[src/rtl/inv_key_schedule_buffer_pkg.sv]
// rtl/inv_key_schedule_buffer_pkg.sv - shared AES types, constants and GF(2^8) helpers
package inv_key_schedule_buffer_pkg;

    localparam int NUM_ROUNDS = 10;
    localparam int NUM_RKEYS  = 11;

    typedef logic [127:0] block_t;

    typedef enum logic [1:0] {
        ST_LOAD,
        ST_OUT,
        ST_HOLD
    } state_t;

    // Multiply by x in GF(2^8) modulo x^8 + x^4 + x^3 + x + 1.
    function automatic logic [7:0] xtime(input logic [7:0] b);
        return {b[6:0], 1'b0} ^ (b[7] ? 8'h1b : 8'h00);
    endfunction

    // Multiply a byte by a 4-bit constant (enough for 9, 11, 13, 14).
    function automatic logic [7:0] gf_mul_const(input logic [7:0] b, input logic [3:0] m);
        logic [7:0] x2;
        logic [7:0] x4;
        logic [7:0] x8;
        x2 = xtime(b);
        x4 = xtime(x2);
        x8 = xtime(x4);
        return (m[0] ? b  : 8'h00) ^ (m[1] ? x2 : 8'h00) ^
               (m[2] ? x4 : 8'h00) ^ (m[3] ? x8 : 8'h00);
    endfunction

endpackage

[src/rtl/inv_key_schedule_buffer_inv_mix_columns.sv]
// rtl/inv_key_schedule_buffer_inv_mix_columns.sv - combinational AES InvMixColumns
// Ports: data   - 128-bit state, byte 0 in bits [127:120], column-major
//        result - InvMixColumns(data)
module inv_key_schedule_buffer_inv_mix_columns
    import inv_key_schedule_buffer_pkg::*;
(
    input  block_t data,
    output block_t result
);

    always_comb begin
        logic [7:0] a [4];
        result = '0;
        for (int c = 0; c < 4; c++) begin
            for (int r = 0; r < 4; r++) begin
                a[r] = data[127 - 8 * (4 * c + r) -: 8];
            end
            result[127 - 8 * (4 * c + 0) -: 8] = gf_mul_const(a[0], 4'd14) ^ gf_mul_const(a[1], 4'd11) ^
                                                 gf_mul_const(a[2], 4'd13) ^ gf_mul_const(a[3], 4'd9);
            result[127 - 8 * (4 * c + 1) -: 8] = gf_mul_const(a[0], 4'd9)  ^ gf_mul_const(a[1], 4'd14) ^
                                                 gf_mul_const(a[2], 4'd11) ^ gf_mul_const(a[3], 4'd13);
            result[127 - 8 * (4 * c + 2) -: 8] = gf_mul_const(a[0], 4'd13) ^ gf_mul_const(a[1], 4'd9) ^
                                                 gf_mul_const(a[2], 4'd14) ^ gf_mul_const(a[3], 4'd11);
            result[127 - 8 * (4 * c + 3) -: 8] = gf_mul_const(a[0], 4'd11) ^ gf_mul_const(a[1], 4'd13) ^
                                                 gf_mul_const(a[2], 4'd9)  ^ gf_mul_const(a[3], 4'd14);
        end
    end

endmodule

[src/rtl/inv_key_schedule_buffer.sv]
// rtl/inv_key_schedule_buffer.sv - buffers 11 forward round keys and replays them in decryption order
// Ports: Clk, Rst_n (sync active-low), Clear (sync abort)
//        KeyInValid/KeyInReady/KeyIn       - forward round keys rk0..rk10 in order
//        KeyOutValid/KeyOutReady/KeyOut    - decryption round keys dk0..dk10
//        KeyOutIdx, KeyOutLast             - current dk index and last-key flag
//        Replay                            - in HOLD, restart readout without reloading
module inv_key_schedule_buffer
    import inv_key_schedule_buffer_pkg::*;
#(
    parameter int EQUIV_INV = 1
) (
    input  logic         Clk,
    input  logic         Rst_n,
    input  logic         Clear,
    input  logic         KeyInValid,
    output logic         KeyInReady,
    input  logic [127:0] KeyIn,
    output logic         KeyOutValid,
    input  logic         KeyOutReady,
    output logic [127:0] KeyOut,
    output logic [3:0]   KeyOutIdx,
    output logic         KeyOutLast,
    input  logic         Replay
);

    localparam logic [3:0] LAST_IDX = 4'(NUM_ROUNDS);

    state_t     state, state_nxt;
    logic [3:0] wp, wp_nxt;
    logic [3:0] j, j_nxt;
    logic       buf_we;
    block_t     key_buf [NUM_RKEYS];
    block_t     sel_word;
    block_t     imc_word;
    logic [3:0] rd_idx;
    logic       pass_through;

    always_ff @(posedge Clk) begin
        if (!Rst_n) begin
            state <= ST_LOAD;
            wp    <= '0;
            j     <= '0;
        end else begin
            state <= state_nxt;
            wp    <= wp_nxt;
            j     <= j_nxt;
        end
    end

    // Buffer contents are don't-care after reset, so no reset branch here.
    always_ff @(posedge Clk) begin
        if (buf_we) begin
            key_buf[wp] <= KeyIn;
        end
    end

    always_comb begin
        state_nxt   = state;
        wp_nxt      = wp;
        j_nxt       = j;
        buf_we      = 1'b0;
        KeyInReady  = 1'b0;
        KeyOutValid = 1'b0;
        case (state)
            ST_LOAD: begin
                KeyInReady = 1'b1;
                if (KeyInValid) begin
                    buf_we = 1'b1;
                    if (wp == LAST_IDX) begin
                        state_nxt = ST_OUT;
                        wp_nxt    = '0;
                        j_nxt     = '0;
                    end else begin
                        wp_nxt = wp + 4'd1;
                    end
                end
            end
            ST_OUT: begin
                KeyOutValid = 1'b1;
                if (KeyOutReady) begin
                    if (j == LAST_IDX) begin
                        state_nxt = ST_HOLD;
                        j_nxt     = '0;
                    end else begin
                        j_nxt = j + 4'd1;
                    end
                end
            end
            ST_HOLD: begin
                // wp is always 0 here, so a new load starts at buf[0].
                KeyInReady = 1'b1;
                if (KeyInValid) begin
                    buf_we    = 1'b1;
                    wp_nxt    = 4'd1;
                    state_nxt = ST_LOAD;
                end else if (Replay) begin
                    j_nxt     = '0;
                    state_nxt = ST_OUT;
                end
            end
            default: begin
                state_nxt = ST_LOAD;
                wp_nxt    = '0;
                j_nxt     = '0;
            end
        endcase
        if (Clear) begin
            state_nxt = ST_LOAD;
            wp_nxt    = '0;
            j_nxt     = '0;
            buf_we    = 1'b0;
        end
    end

    // dk[j] = rk[10 - j]; the first and last keys skip InvMixColumns.
    assign rd_idx       = LAST_IDX - j;
    assign sel_word     = key_buf[rd_idx];
    assign pass_through = (EQUIV_INV == 0) || (j == 4'd0) || (j == LAST_IDX);

    inv_key_schedule_buffer_inv_mix_columns u_imc (
        .data   (sel_word),
        .result (imc_word)
    );

    assign KeyOut     = pass_through ? sel_word : imc_word;
    assign KeyOutIdx  = j;
    assign KeyOutLast = KeyOutValid && (j == LAST_IDX);

endmodule

[config.mk]
export PLATFORM = sky130hd
export DESIGN_NAME = inv_key_schedule_buffer
export DESIGN_NICKNAME = d
export VERILOG_FILES = /design/src/rtl/inv_key_schedule_buffer_pkg.sv /design/src/rtl/inv_key_schedule_buffer_inv_mix_columns.sv /design/src/rtl/inv_key_schedule_buffer.sv
export SDC_FILE = /design/constraint.sdc
export NUM_CORES = 2
export LEC_CHECK = 0
export BUFFER_PORTS_ARGS = -buffer_cell sky130_fd_sc_hd__clkbuf_2
export CAP_MARGIN = 10
export CORE_AREA = 2 2 345 313
export CTS_CLUSTER_DIAMETER = 40
export CTS_CLUSTER_SIZE = 8
export DETAILED_ROUTE_END_ITERATION = 12
export DIE_AREA = 0 0 347 315
export HOLD_SLACK_MARGIN = 0.12
export PLACE_DENSITY = 0.78
export SYNTH_ARGS = -nofsm -noshare
export SYNTH_HDL_FRONTEND = slang
export SYNTH_SLANG_ARGS = --single-unit
[constraint.sdc]
create_clock -name Clk -period 11.9 [get_ports Clk]
set_input_delay 1.19 -clock Clk [delete_from_list [all_inputs] [get_ports Clk]]
set_output_delay 1.19 -clock Clk [all_outputs]
set_load 0.05 [all_outputs]
==> summary.txt <==
Status
  • Status: finished clean

Placement
  • IO buf count: 268
  • DP Cell Count: 5,257
  • Placer Congestion: 0.928
  • DP Worst Slack: 3800 ps
  • Hpwl dp: 89.6 mm

Critical path
  • Worst R2R Path Depth: 5
  • Worst-path cell chain: inv_1, ha_4, buf_12, buf_4, mux4_2, mux2_2, mux2_2, xor3_1, xnor3_2, xnor2_1, xnor2_1, xor2_1, o21ai_0, clkbuf_2
  • Setup CP Type: register to output pin
  • Setup crit start kind: register
  • CP max FO: 144
  • Slowest cell on crit path: buf_4
  • Data required, critical path: 10,710 ps
  • Worst Path Buf+Inv: 4
  • Worst R2R Setup Slack: 8590 ps
  • CP max stage delay: 870 ps
  • CP Capture Type: output pin
  • RR Startpoint: state[0]
  • Reg2Reg Capture Point: key_buf[5][106]
  • CP delay by family, top: buffers and inverters
  • Worst Path Arrival: 7820 ps

Cells and area
  • Fillers: 6,675
  • Post-layout util: 68.7%
  • Multi-input gate area: 21,200 µm²
  • Layout cells sized above 1: 24.7%
  • Seq. cell area: 42,500 µm²
  • Non-filler cells, final: 5,530
  • Area Overhead vs Synth: 12.2%
  • Total Nets Final: 4,210

Detailed routing
  • Pre-antenna DRT Iters: 5
  • Highest metal used: met5
  • Final ANT Viol Nets: 0
  • # DRC: 0
  • Detailed Route WL: 157 mm
  • WL met2: 77.9 mm
  • Via count: 34,300
  • Vias/cell: 6.21
  • Number of DRC markers in iteration 0: 3,806
  • Met3 Wirelength: 13.1 mm
  • WL/cell: 28.4 µm
  • WL met1: 61.9 mm

Yosys
  • Synth Flop Type: edfxtp_1
  • Post-synthesis cell type count: 55
  • Synth async-reset ratio: 0%
  • Synth Net Count: 3,884
  • Seq/Total Area, Yosys: 65.3%
  • Synth area leader: edfxtp_1
  • Synth top area share: 65.0%
  • Syn_area_per_cell: 17.4 µm²
  • Synth warn: 0
  • Synth Register Bits: 1,418
  • Mapped cell area: 65,100 µm²
  • Post-synth EDFFs: 1,408
  • Top post-synthesis cells by area: edfxtp_1, xnor2_1, mux4_2, xor2_1, mux2_2
  • Synth Instances: 3,747

Clock tree
  • Clock Latency Late Sink: 780 ps
  • CTS Hold Bufs: 0
  • Htree depth: 4
  • Clock Tree Buf Depth: 3
  • Cts repair resizes: 0
  • Clk sinks: 1,418
  • Inserted Clock Buffers: 206
  • CTS root buf: clkbuf_16
  • Reg clk slew, reported paths: 50 ps
  • CTS tree: yes
  • Post-CTS Setup Inserts: 0

STA
  • Rel. slew slack: 4.84%
  • Skew final: 27.4 ps
  • Tmin final: 9010 ps
  • Final Hold Viols: 0
  • RSZ-0062 raised after global routing: false
  • Worst slew pin tran: 1430 ps
  • FMAX: 111 MHz
  • Tcrit/Tclk final: 75.7%
  • Setup TNS: 0 ps
  • Final setup margin: 2890 ps
  • # setup viols final: 0
  • Slew Viols, Final: 0

Pwr
  • Total power: 10.8 mW
  • Leakage Power: 23.9 nW
  • Pwr per Cell Area: 148 nW/µm²
  • Worst VDD drop: 0.139 mV

Global routing
  • Gr usage total: 29.1%
  • GRT overflow: 0
  • First-pass GRT wire length: 231 mm
  • Number of global-route vias before repair: 35,100
  • Initial antenna violation count: 33
  • Largest net degree at the start of global routing: 151

Min path
  • Worst hold start: wp[3]
  • Hold EP: wp[3]
  • Hold Path Class: register to register
  • Hold Path Stages: 2

Job
  • Maxcap violations: 0

Floorplanning
  • Die H: 315 µm
  • Io pins: 269
  • Core area: 106,000 µm²
  • Die Area: 109,000 µm²
  • Die width: 347 µm
  • Cell row count: 114
  • Initial Util: 61.2%
[worst min-delay path, stage by stage (launching register included)]
cell	delay, ps
dfxtp_1	340
nand2_1	70
o21ai_0	60
[synthesized netlist by cell type (30+ instances only)]
cell,count
mux2i_1,179
mux4_2,181
xnor2_1,484
nand2_1,116
o21ai_0,61
xor2_1,251
buf_2,72
edfxtp_1,1408
xnor3_1,36
a21oi_1,174
mux2_2,195
buf_6,35
buf_4,32
mux4_1,51
clkbuf_1,30
nor2_1,220
[placed cells by master (no fill, tap or decap), drive strengths merged, types with 10 or more instances in the layout]
cell / Yosys / layout
a31o: 11 / 11
xor2: 262 / 262
mux4: 232 / 232
nor2: 220 / 220
mux2i: 179 / 179
xnor3: 40 / 40
a22oi: 24 / 24
o21ai: 78 / 78
a21oi: 175 / 175
a211oi: 12 / 12
a31oi: 15 / 15
nand2: 116 / 116
clkbuf: 34 / 495
buf: 158 / 48
diode: 0 / 10
edfxtp: 1408 / 1408
clkinv: 0 / 28
dfxtp: 10 / 10
mux2: 204 / 204
inv: 5 / 10
xnor2: 513 / 513
[cell families after synthesis]
logic type	after synthesis	share of synthesized area (%)
adder cells (fa/ha/maj)	3	0.0577
AND/OR/NAND/NOR	362	2.18
flip-flops	1418	65.3
XOR/XNOR	822	12.6
buffers and inverters	203	2.32
AO/OA/AOI/OAI	324	2.95
multiplexers	615	14.7
[sequential cells by signal (all words and copies together) (netlist names)]
name,flops
wp,4
key_buf,1408
state,2
KeyOutIdx,4
[per-stage QoR]
stage / hold WS [ps] / area [µm²]
floorplan: 478 / 65100
global placement: 509 / 67300
detailed placement: 517 / 67300
CTS: 526 / 73000
global route: 565 / 73000
finish: 523 / 73000
[routing by layer]
layer / GRT usage [%] / vias up
met5: 0 / -
met1: 39.5 / 17500
met4: 8.84 / 28
met3: 5.73 / 266
met2: 48.2 / 1639
li1: - / 14900
[worst max-delay path by stage]
stage                       startpoint            end  slack (ps)  cells past startpoint
after detailed placement  KeyOutIdx[0]     KeyOut[50]        3800                     14
after global placement    KeyOutIdx[0]     KeyOut[50]        3920                     14
after floorplan             KeyInValid  key_buf[0][0]         880                      4
final                     KeyOutIdx[0]     KeyOut[50]        2890                     14
after global routing      KeyOutIdx[0]     KeyOut[50]        2630                     14
after CTS                 KeyOutIdx[0]     KeyOut[50]        2880                     14
[final cells by class]
| type | instances | share of cell area, % |
|---|---|---|
| sequential | 1418 | 58.2 |
| multi-input combinational | 2126 | 29.0 |
| clock buffer | 227 | 7.23 |
| timing repair buffer | 316 | 2.52 |
| tap | 1392 | 2.39 |
| clock inverter | 36 | 0.559 |
| antenna | 10 | 0.0343 |
| inverter | 5 | 0.0257 |
[power breakdown]
group / total [mW] / switching [mW] / internal, mW
clock network: 5.13 / 2.01 / 3.12
registers: 5.54 / 0.00714 / 5.54
logic: 0.113 / 0.0875 / 0.0253
(Power assumes the default switching activity.)
